==> src/rtl/gf2n_sbox_pkg.sv <==
// +----------------------------------------------------------------------------+
// | Module : gf2n_sbox_pkg                                                     |
// | Brief  : Default field parameters and FSM state type for the S-box engine  |
// | Rev    : 1.0                                                               |
// +----------------------------------------------------------------------------+
`default_nettype none

package gf2n_sbox_pkg;

    localparam int         N_DEF        = 6;
    localparam logic [6:0] POLY_DEF     = 7'b1000011;
    localparam int         EXP_W_DEF    = 6;
    localparam logic [5:0] LIN_MASK_DEF = 6'b010100;

    typedef enum logic [1:0] {
        IDLE = 2'd0,
        RUN  = 2'd1,
        DONE = 2'd2
    } state_t;

endpackage

`default_nettype wire

==> src/rtl/gf2n_power_sbox_seq_if.sv <==
// +----------------------------------------------------------------------------+
// | Module : gf2n_power_sbox_seq_if                                            |
// | Brief  : Request/response handshake bundle for the power S-box engine      |
// | Rev    : 1.0                                                               |
// +----------------------------------------------------------------------------+
`default_nettype none

interface gf2n_power_sbox_seq_if
    import gf2n_sbox_pkg::*;
#(
    parameter int N     = N_DEF,
    parameter int EXP_W = EXP_W_DEF
) ();

    logic             in_valid;
    logic             in_ready;
    logic [N-1:0]     in_x;
    logic [EXP_W-1:0] in_exp;
    logic             out_valid;
    logic             out_ready;
    logic [N-1:0]     out_y;
    logic             busy;

    modport master (
        output in_valid, in_x, in_exp, out_ready,
        input  in_ready, out_valid, out_y, busy
    );

    modport slave (
        input  in_valid, in_x, in_exp, out_ready,
        output in_ready, out_valid, out_y, busy
    );

endinterface

`default_nettype wire

==> src/rtl/gf2n_mul.sv <==
// +----------------------------------------------------------------------------+
// | Module : gf2n_mul                                                          |
// | Brief  : Combinational GF(2^N) multiply, a*b reduced modulo POLY           |
// | Rev    : 1.0                                                               |
// +----------------------------------------------------------------------------+
`default_nettype none

module gf2n_mul
    import gf2n_sbox_pkg::*;
#(
    parameter int         N    = N_DEF,
    parameter logic [N:0] POLY = POLY_DEF
) (
    input  logic [N-1:0] a,
    input  logic [N-1:0] b,
    output logic [N-1:0] p
);

    // MSB-first shift-and-add: each shift is reduced immediately, so the
    // 2N-1 bit carry-less product never materialises.
    always_comb begin
        p = '0;
        for (int i = N - 1; i >= 0; i--) begin
            p = {p[N-2:0], 1'b0} ^ (p[N-1] ? POLY[N-1:0] : '0);
            if (b[i]) begin
                p = p ^ a;
            end
        end
    end

endmodule

`default_nettype wire

==> src/rtl/gf2n_power_sbox_seq.sv <==
// +----------------------------------------------------------------------------+
// | Module : gf2n_power_sbox_seq                                               |
// | Brief  : Constant-time y = x^E in GF(2^N) xor replicated parity(x & mask)  |
// | Rev    : 1.0                                                               |
// +----------------------------------------------------------------------------+
`default_nettype none

module gf2n_power_sbox_seq
    import gf2n_sbox_pkg::*;
#(
    parameter int         N        = N_DEF,
    parameter logic [N:0] POLY     = POLY_DEF,
    parameter int         EXP_W    = EXP_W_DEF,
    parameter logic [N-1:0] LIN_MASK = LIN_MASK_DEF
) (
    input  logic                  clk,
    input  logic                  rst_n,
    gf2n_power_sbox_seq_if.slave  bus
);

    localparam int           CNT_W = (EXP_W > 1) ? $clog2(EXP_W) : 1;
    localparam logic [N-1:0] ONE   = {{(N-1){1'b0}}, 1'b1};

    state_t           state_q, state_d;
    logic [N-1:0]     x_q, x_d;
    logic [EXP_W-1:0] e_q, e_d;
    logic             t_q, t_d;
    logic [N-1:0]     acc_q, acc_d;
    logic [CNT_W-1:0] cnt_q, cnt_d;
    logic [N-1:0]     out_y_q, out_y_d;
    logic             out_valid_q, out_valid_d;
    logic             in_ready_q, in_ready_d;
    logic             busy_q, busy_d;

    logic [N-1:0]     sq;
    logic [N-1:0]     mul_op;
    logic [N-1:0]     step;

    // Square and conditional multiply chained in one cycle; multiplying by 1
    // on a zero bit keeps the datapath activity independent of E.
    assign mul_op = e_q[cnt_q] ? x_q : ONE;

    gf2n_mul #(.N(N), .POLY(POLY)) u_sq  (.a(acc_q), .b(acc_q),  .p(sq));
    gf2n_mul #(.N(N), .POLY(POLY)) u_mul (.a(sq),    .b(mul_op), .p(step));

    always_comb begin
        state_d     = state_q;
        x_d         = x_q;
        e_d         = e_q;
        t_d         = t_q;
        acc_d       = acc_q;
        cnt_d       = cnt_q;
        out_y_d     = out_y_q;
        out_valid_d = out_valid_q;
        in_ready_d  = in_ready_q;
        busy_d      = busy_q;
        case (state_q)
            IDLE: begin
                if (bus.in_valid) begin
                    x_d        = bus.in_x;
                    e_d        = bus.in_exp;
                    t_d        = ^(bus.in_x & LIN_MASK);
                    acc_d      = ONE;
                    cnt_d      = CNT_W'(EXP_W - 1);
                    state_d    = RUN;
                    in_ready_d = 1'b0;
                    busy_d     = 1'b1;
                end
            end
            RUN: begin
                acc_d = step;
                cnt_d = cnt_q - 1'b1;
                if (cnt_q == '0) begin
                    out_y_d     = step ^ {N{t_q}};
                    out_valid_d = 1'b1;
                    state_d     = DONE;
                end
            end
            DONE: begin
                if (bus.out_ready) begin
                    out_valid_d = 1'b0;
                    in_ready_d  = 1'b1;
                    busy_d      = 1'b0;
                    state_d     = IDLE;
                end
            end
            default: begin
                out_valid_d = 1'b0;
                in_ready_d  = 1'b1;
                busy_d      = 1'b0;
                state_d     = IDLE;
            end
        endcase
    end

    always_ff @(posedge clk or negedge rst_n) begin
        if (!rst_n) begin
            state_q     <= IDLE;
            x_q         <= '0;
            e_q         <= '0;
            t_q         <= 1'b0;
            acc_q       <= '0;
            cnt_q       <= '0;
            out_y_q     <= '0;
            out_valid_q <= 1'b0;
            in_ready_q  <= 1'b1;
            busy_q      <= 1'b0;
        end else begin
            state_q     <= state_d;
            x_q         <= x_d;
            e_q         <= e_d;
            t_q         <= t_d;
            acc_q       <= acc_d;
            cnt_q       <= cnt_d;
            out_y_q     <= out_y_d;
            out_valid_q <= out_valid_d;
            in_ready_q  <= in_ready_d;
            busy_q      <= busy_d;
        end
    end

    assign bus.in_ready  = in_ready_q;
    assign bus.out_valid = out_valid_q;
    assign bus.out_y     = out_y_q;
    assign bus.busy      = busy_q;

endmodule

`default_nettype wire

==> src/flat_wrapper.sv <==
// flat-port wrapper written by rule: the top's interface ports become plain ports
module gf2n_power_sbox_seq_flat import gf2n_sbox_pkg::*;
#(
    parameter int         N        = N_DEF,
    parameter logic [N:0] POLY     = POLY_DEF,
    parameter int         EXP_W    = EXP_W_DEF,
    parameter logic [N-1:0] LIN_MASK = LIN_MASK_DEF
)
  (clk, rst_n, bus_in_valid, bus_in_x, bus_in_exp, bus_out_ready, bus_in_ready, bus_out_valid, bus_out_y, bus_busy);
  gf2n_power_sbox_seq_if #(.N(N), .EXP_W(EXP_W)) bus_i ();
  input  logic clk;
  input  logic rst_n;
  input wire logic [$bits(bus_i.in_valid)-1:0] bus_in_valid;
  input wire logic [$bits(bus_i.in_x)-1:0] bus_in_x;
  input wire logic [$bits(bus_i.in_exp)-1:0] bus_in_exp;
  input wire logic [$bits(bus_i.out_ready)-1:0] bus_out_ready;
  output wire logic [$bits(bus_i.in_ready)-1:0] bus_in_ready;
  output wire logic [$bits(bus_i.out_valid)-1:0] bus_out_valid;
  output wire logic [$bits(bus_i.out_y)-1:0] bus_out_y;
  output wire logic [$bits(bus_i.busy)-1:0] bus_busy;
  assign bus_i.in_valid = bus_in_valid;
  assign bus_i.in_x = bus_in_x;
  assign bus_i.in_exp = bus_in_exp;
  assign bus_i.out_ready = bus_out_ready;
  assign bus_in_ready = bus_i.in_ready;
  assign bus_out_valid = bus_i.out_valid;
  assign bus_out_y = bus_i.out_y;
  assign bus_busy = bus_i.busy;
  gf2n_power_sbox_seq #(.N(N), .POLY(POLY), .EXP_W(EXP_W), .LIN_MASK(LIN_MASK)) u_core (.clk(clk), .rst_n(rst_n), .bus(bus_i));
endmodule
==> config.mk <==
export PLATFORM = sky130hd
export DESIGN_NAME = gf2n_power_sbox_seq_flat
export DESIGN_NICKNAME = d
export VERILOG_FILES = /design/src/rtl/gf2n_sbox_pkg.sv /design/src/rtl/gf2n_power_sbox_seq_if.sv /design/src/rtl/gf2n_mul.sv /design/src/rtl/gf2n_power_sbox_seq.sv /design/src/flat_wrapper.sv
export SDC_FILE = /design/constraint.sdc
export NUM_CORES = 1
export LEC_CHECK = 0
export ABC_AREA = 1
export CORE_ASPECT_RATIO = 0.9
export CORE_MARGIN = 2
export CORE_UTILIZATION = 42
export DETAILED_ROUTE_END_ITERATION = 10
export GPL_TIMING_DRIVEN = 0
export REMOVE_ABC_BUFFERS = 1
export SLEW_MARGIN = 10
export SYNTH_ARGS = -nofsm -noshare
export SYNTH_HDL_FRONTEND = slang
export SYNTH_SLANG_ARGS = --single-unit
==> constraint.sdc <==
create_clock -name clk -period 2.53 [get_ports clk]
set_input_delay 0.253 -clock clk [delete_from_list [all_inputs] [get_ports clk]]
set_output_delay 0.253 -clock clk [all_outputs]
set_load 0.005 [all_outputs]
# ---- Word-level counts from Yosys, hierarchy flattened
# Cells that the tools add are included.
dict set report op_classes {
  n_reduce_logical 10
  shift 0
  magnitude_cmp 1
  multipliers 0
  n_bitwise 23
  n_eq_ne 5
  mux 41
  n_div 0
  n_addsub 1
}
# op n
set op_table {}
lappend op_table {{6-bit 2-to-1 mux} 14}
lappend op_table {{6-bit bitwise XOR} 11}
lappend op_table {{6-bit by 2-bit bitwise XOR with 6-bit output} 10}
lappend op_table {{2-bit 2-to-1 mux} 13}
lappend op_table {{6-bit one-hot mux with 2 select lines} 1}
lappend op_table {{1-bit one-hot mux with 3 select lines} 3}
lappend op_table {{3-bit AND reduction} 3}
lappend op_table {{1-bit 2-to-1 mux} 6}
lappend op_table {{2-bit one-hot mux with 3 select lines} 1}
lappend op_table {{3-bit one-hot mux with 2 select lines} 1}
lappend op_table {{2-bit AND reduction} 3}
lappend op_table {{6-bit XOR reduction} 1}
lappend op_table {{3-bit by 4-bit less-than comparator with 1-bit output (second input constant)} 1}
lappend op_table {{2-bit != test (second input constant)} 2}
lappend op_table {{1-bit binary-select mux with 3-bit select} 1}
lappend op_table {{3-bit logical NOT} 1}
lappend op_table {{3-bit 2-to-1 mux} 1}
lappend op_table {{3-bit by 1-bit subtractor with 3-bit output (second input constant)} 1}
lappend op_table {{2-bit by 1-bit == test with 1-bit output (second input constant)} 1}
lappend op_table {{2-bit == test (second input constant)} 1}
lappend op_table {{2-bit logical NOT} 1}
lappend op_table {{2-bit by 1-bit != test with 1-bit output (second input constant)} 1}
lappend op_table {{1-bit inverter} 2}
lappend op_table {{2-bit nonzero test} 1}
dict set report word_totals {
  ramBits 0
  rom_bits 0
  ff_bits 33
  elab_cells 91
  n_memories 0
  out_inout_bits 9
  latchBits 0
}

# ---- Logic depth before layout (Yosys ltp)
dict set report depth {
  word_depth 43
  depth_mapped 22
}

# ---- Modules after synthesis
# From an unflattened synthesis, not the netlist that was laid out.
dict set report hier_totals {
  cells_unflattened 437
  hier_area_um2 2947.8
}
# module n_inst area_each_um2 cells_each
set modules_own_cells {}
lappend modules_own_cells {gf2n_power_sbox_seq 1 1586.5 169}
lappend modules_own_cells {gf2n_mul 2 680.7 134}

# ---- Least setup slack after synthesis
# No wires, ideal clock.
dict set report synth_path {
  path_type {register to register}
  startpoint {reg u_core.acc_q[0]}
  endpoint {reg u_core.out_y_q[4] (netlist: u_core.bus.out_y[4])}
  path_slack_ns 0.468
  path_stages_with_launch 22
  t_arrival_ns 1.945
  path_buffers 0
  path_cell_list {dfrtp_1 > inv_2 > ha_1 > nand2_1 > o21ai_1 > inv_1 > nand2_1 > nand2_1 > inv_2 > nand3_1 > inv_1 > nand2_1 > nand2_1 > clkinv_1 > nand2_1 > nand2_1 > nand2_1 > nand3b_1 > nand2_1 > nand2_1 > nand3_1 > nand2_1}
}
dict set report synth_between {
  elab_chain_len 34
}
# item line
set synth_lines {}
lappend synth_lines {{from (decl)} gf2n_power_sbox_seq.sv:28} ;# logic [N-1:0] acc_q, acc_d;
lappend synth_lines {{from (signal assigned)} gf2n_power_sbox_seq.sv:102} ;# acc_q <= '0;
lappend synth_lines {{from (signal assigned)} gf2n_power_sbox_seq.sv:113} ;# acc_q <= acc_d;
lappend synth_lines {{6-bit 2-to-1 mux} gf2n_mul.sv:25} ;# if (b[i]) begin
lappend synth_lines {{6-bit by 2-bit bitwise XOR with 6-bit output} gf2n_mul.sv:24} ;# p = {p[N-2:0], 1'b0} ^ (p[N-1] ? POLY[N-1:0] : '0);
lappend synth_lines {{6-bit bitwise XOR} gf2n_mul.sv:26} ;# p = p ^ a;
lappend synth_lines {{6-bit 2-to-1 mux} gf2n_mul.sv:25}
lappend synth_lines {{6-bit by 2-bit bitwise XOR with 6-bit output} gf2n_mul.sv:24}
lappend synth_lines {{6-bit bitwise XOR} gf2n_mul.sv:26}
lappend synth_lines {{6-bit 2-to-1 mux} gf2n_mul.sv:25}
lappend synth_lines {{6-bit by 2-bit bitwise XOR with 6-bit output} gf2n_mul.sv:24}
lappend synth_lines {{(+18 left out)} -}
lappend synth_lines {{6-bit 2-to-1 mux} gf2n_mul.sv:25}
lappend synth_lines {{6-bit by 2-bit bitwise XOR with 6-bit output} gf2n_mul.sv:24}
lappend synth_lines {{6-bit bitwise XOR} gf2n_mul.sv:26}
lappend synth_lines {{6-bit 2-to-1 mux} gf2n_mul.sv:25}
lappend synth_lines {{6-bit by 2-bit bitwise XOR with 6-bit output} gf2n_mul.sv:24}
lappend synth_lines {{6-bit bitwise XOR} gf2n_mul.sv:26}
lappend synth_lines {{6-bit 2-to-1 mux *} gf2n_mul.sv:25}
lappend synth_lines {{6-bit bitwise XOR *} gf2n_power_sbox_seq.sv:74} ;# out_y_d = step ^ {N{t_q}};
lappend synth_lines {{to (signal assigned)} gf2n_power_sbox_seq.sv:115} ;# out_y_q <= out_y_d;
lappend synth_lines {{to (decl)} gf2n_power_sbox_seq.sv:30} ;# logic [N-1:0] out_y_q, out_y_d;
# Mark *: on every way between the ends. The rest lies on a longest branch, timed or not.
# A chain may end at the register's enable or synchronous reset.

# ---- Worst setup path in the final report
dict set report layout_path {
  startpoint {reg u_core.acc_q[0]}
  endpoint {reg u_core.out_y_q[1] (netlist: u_core.bus.out_y[1])}
}
dict set report layout_between {
  elab_chain_len 27
}
# item line
set layout_lines {}
lappend layout_lines {{6-bit bitwise XOR} gf2n_mul.sv:26}
lappend layout_lines {{6-bit 2-to-1 mux} gf2n_mul.sv:25}
lappend layout_lines {{6-bit by 2-bit bitwise XOR with 6-bit output} gf2n_mul.sv:24}
lappend layout_lines {{6-bit bitwise XOR} gf2n_mul.sv:26}
lappend layout_lines {{6-bit 2-to-1 mux} gf2n_mul.sv:25}
lappend layout_lines {{6-bit by 2-bit bitwise XOR with 6-bit output} gf2n_mul.sv:24}
lappend layout_lines {{6-bit bitwise XOR} gf2n_mul.sv:26}
lappend layout_lines {{6-bit 2-to-1 mux} gf2n_mul.sv:25}
lappend layout_lines {{(+11 left out)} -}
lappend layout_lines {{2-bit 2-to-1 mux} gf2n_mul.sv:24}
lappend layout_lines {{6-bit by 2-bit bitwise XOR with 6-bit output} gf2n_mul.sv:24}
lappend layout_lines {{6-bit bitwise XOR} gf2n_mul.sv:26}
lappend layout_lines {{6-bit 2-to-1 mux} gf2n_mul.sv:25}
lappend layout_lines {{6-bit by 2-bit bitwise XOR with 6-bit output} gf2n_mul.sv:24}
lappend layout_lines {{6-bit bitwise XOR} gf2n_mul.sv:26}
lappend layout_lines {{6-bit 2-to-1 mux *} gf2n_mul.sv:25}
lappend layout_lines {{6-bit bitwise XOR *} gf2n_power_sbox_seq.sv:74}
# Marks and branches as above.

==> results.toml <==
[timing]
relSlewSlack = 0.6170
drv_slew = 0
fin_crit_sh = 0.9099
holdWs_ps = 444.3
fmaxAchievable_mhz = 434.4
fin_crit_ps = 2302
setup_viol = 0
clock_skew_ps = 7.660
grt_setup_unrepaired = "true"
worst_pin_slew_ps = 572.4
final_hold_viol_count = 0
fin_ws_ps = 227.8

[status]
status = "finished clean"

[floorplanning]
ios = 25
die_w_um = 83.12
initial_core_util = 0.4423
die_area_um2 = 6251
design.core.area_um2 = 5349
die_h_um = 75.21
row_count = 25

[power]
leakagePower_uw = 0.001495
power.density_nw_per_um2 = 1514
ir_drop_mv = 0.7273

[final_layout]
fin_util = 0.5427
final_cell_count_no_fill = 458
syn2layout_area_growth_pct = 22.69
diodes = 0
drive_gt1_frac = 0.1483
fin_nets = 409

[setup_path]
cp_max_fo = 4
r2r-start = "u_core.acc_q[0]$_DFFE_PN0P_"
endpoint_kind = "flop"
ff2ff_path_depth = 21
start_kind = "flop"
crit_arrival_ps = 2480
critPathLaunch = "u_core.acc_q[0]$_DFFE_PN0P_"
critical_path_class = "reg2reg"
critPathRequiredTime_ps = 2700

[grt]
gr-total-overflow = 0
grt_max_degree = 20
grt_first_pass_wirelength_um = 9584
first_global_vias = 2132
antenna_found_initial = 0
grt_usage = 0.1935

[placed_design]
pre_cts_ws_ps = 28.37
dp_cells = 446
hpwlAfterDp_um = 4283
globalplace.congestion = 0.9032
port_buffers = 24

[yosys]
synthArstFlopShare = 1.000
synthDistinctLibCells = 31
synth_cells = 359
synth.avg_cell_area_um2 = 6.591
ys_ff_latch = 33
synth_top_area_cell = "dfrtp_1"
ys.flop_type = "dfrtp_1"
synthTopCellsByCount = "nand2_1, nand3_1, inv_1"
synth_edf_count = 0
yosysWarnings = 0
synth_area_um2 = 2366
yosysSeqAreaShare = 0.3496
yosysMostFrequentCell = "nand2_1"
synth_top_area_frac = 0.3384
synthTopCellsByArea = "dfrtp_1, nand2_1, nand3_1"

[routing]
vias = 2278
via_per_inst = 4.974
antenna_left = 0
routed_wl_um = 5504
drt-wirelength-per-cell_um = 12.02
drc = 0
drtIter0Drc = 95
dr.pass1.iters = 4

[clocking]
cts_buffer_depth = 2
cts_tree = "built"
clock-sinks = 33
clk_pin_slew_worst_paths_ps = 70
clock-root-buffer = "clkbuf_8"
htreeDepth = 2
cts_buffers = 5
clock_latency_ps = 290

[flow_run]
drv_cap = 0

[min_path]
hp-class = "in2async"
==> worst paths after layout <==
kind                                                         to  slack [ps]
max in group asynchronous           u_core.acc_q[0]$_DFFE_PN0P_        1620
worst max-delay path            u_core.bus.out_y[1]$_DFFE_PN0P_         230
worst min-delay path                  u_core.x_q[2]$_DFFE_PN0P_         440
min in group clk                    u_core.bus.busy$_DFFE_PN0P_         470
worst max register to register  u_core.bus.out_y[1]$_DFFE_PN0P_         230
worst min register to register      u_core.bus.busy$_DFFE_PN0P_         470
==> timing repair <==
action	CTS	global route
hold buffers	1	0
setup buffers	0	3
endpoints found under the hold margin	15	0
resized for setup	0	22
endpoints found under the setup margin	0	10
==> report_power, final <==
part	switching [µW]	internal, µW
logic	1800	1060
registers	225	790
clock network	204	320
==> state kept, by name, indices dropped and copies added (netlist names) <==
name	cells
u_core.bus.busy	1
u_core.x_q	6
u_core.bus.out_valid	1
u_core.t_q	1
u_core.e_q	6
u_core.cnt_q	3
u_core.acc_q	6
u_core.bus.in_ready	1
u_core.bus.out_y	6
u_core.state_q	2
==> layer usage <==
metal	GRT usage	wire, µm
met3	0.04276	214
met4	0.05100	33
met1	0.2536	2672
met2	0.3306	2583
met5	0	0
==> area by class of cell <==
cell class / instances / area, µm²
Clock buffer: 6 / 82.58
Clock inverter: 2 / 37.54
Fill cell: 549 / 2446
Inverter: 47 / 176.4
Multi-Input combinational cell: 274 / 1398
Sequential cell: 33 / 829.5
Tap cell: 67 / 83.83
Timing Repair Buffer: 29 / 295.3
==> stage by stage <==
stage                     power [µW]  TNS (ps)  instance area [µm²]
final                           4396         0                 2903
after global placement          3605         0                 2650
after CTS                       4205         0                 2803
after floorplan                 2975         0                 2326
after global routing            4915    -7.412                 2903
after detailed placement        3651         0                 2673
==> critical path, cell delays in order, from the launching register on <==
cell,delay [ps]
dfrtp_2,430
inv_2,90
ha_1,240
nand2_1,80
o21ai_2,60
inv_1,60
nand2_1,50
nand2_2,110
inv_2,60
buf_4,140
nand3_2,80
inv_1,60
nand2_1,50
nand2_1,70
nand2_1,80
nand3_2,90
nand2_2,90
nand2_1,80
nand2_1,90
nand2_1,50
nand3_1,80
nand2_1,50
==> placed cells by master (no fill, tap or decap), drive strengths merged <==
cell type	n
nand2	149
nand3	46
inv	45
dfrtp	32
nor2	32
clkdlybuf4s50	23
o21ai	15
xnor2	9
clkbuf	6
xor2	6
buf	5
o22ai	4
ha	3
clkinv	2
a22oi	2
nand3b	2
or2	1
o211ai	1
o21bai	1
a21boi	1
o221ai	1
a31oi	1
clkinvlp	1
bufinv	1
dlygate4sd3	1
dfstp	1
==> logic make-up (layout without fill, tap and decap cells) <==
| family | Yosys count | count (layout) | share of synthesized area |
|---|---|---|---|
| AOI/OAI and AO/OA | 26 | 26 | 0.06663 |
| xor gates and xnor gates | 15 | 15 | 0.05870 |
| adders and majority gates | 3 | 3 | 0.01587 |
| buffers and inverters | 52 | 84 | 0.09149 |
| DFF | 33 | 33 | 0.3496 |
| and+or+nand+nor | 230 | 230 | 0.4178 |
Note: power is estimated with default switching activity, not from simulation.
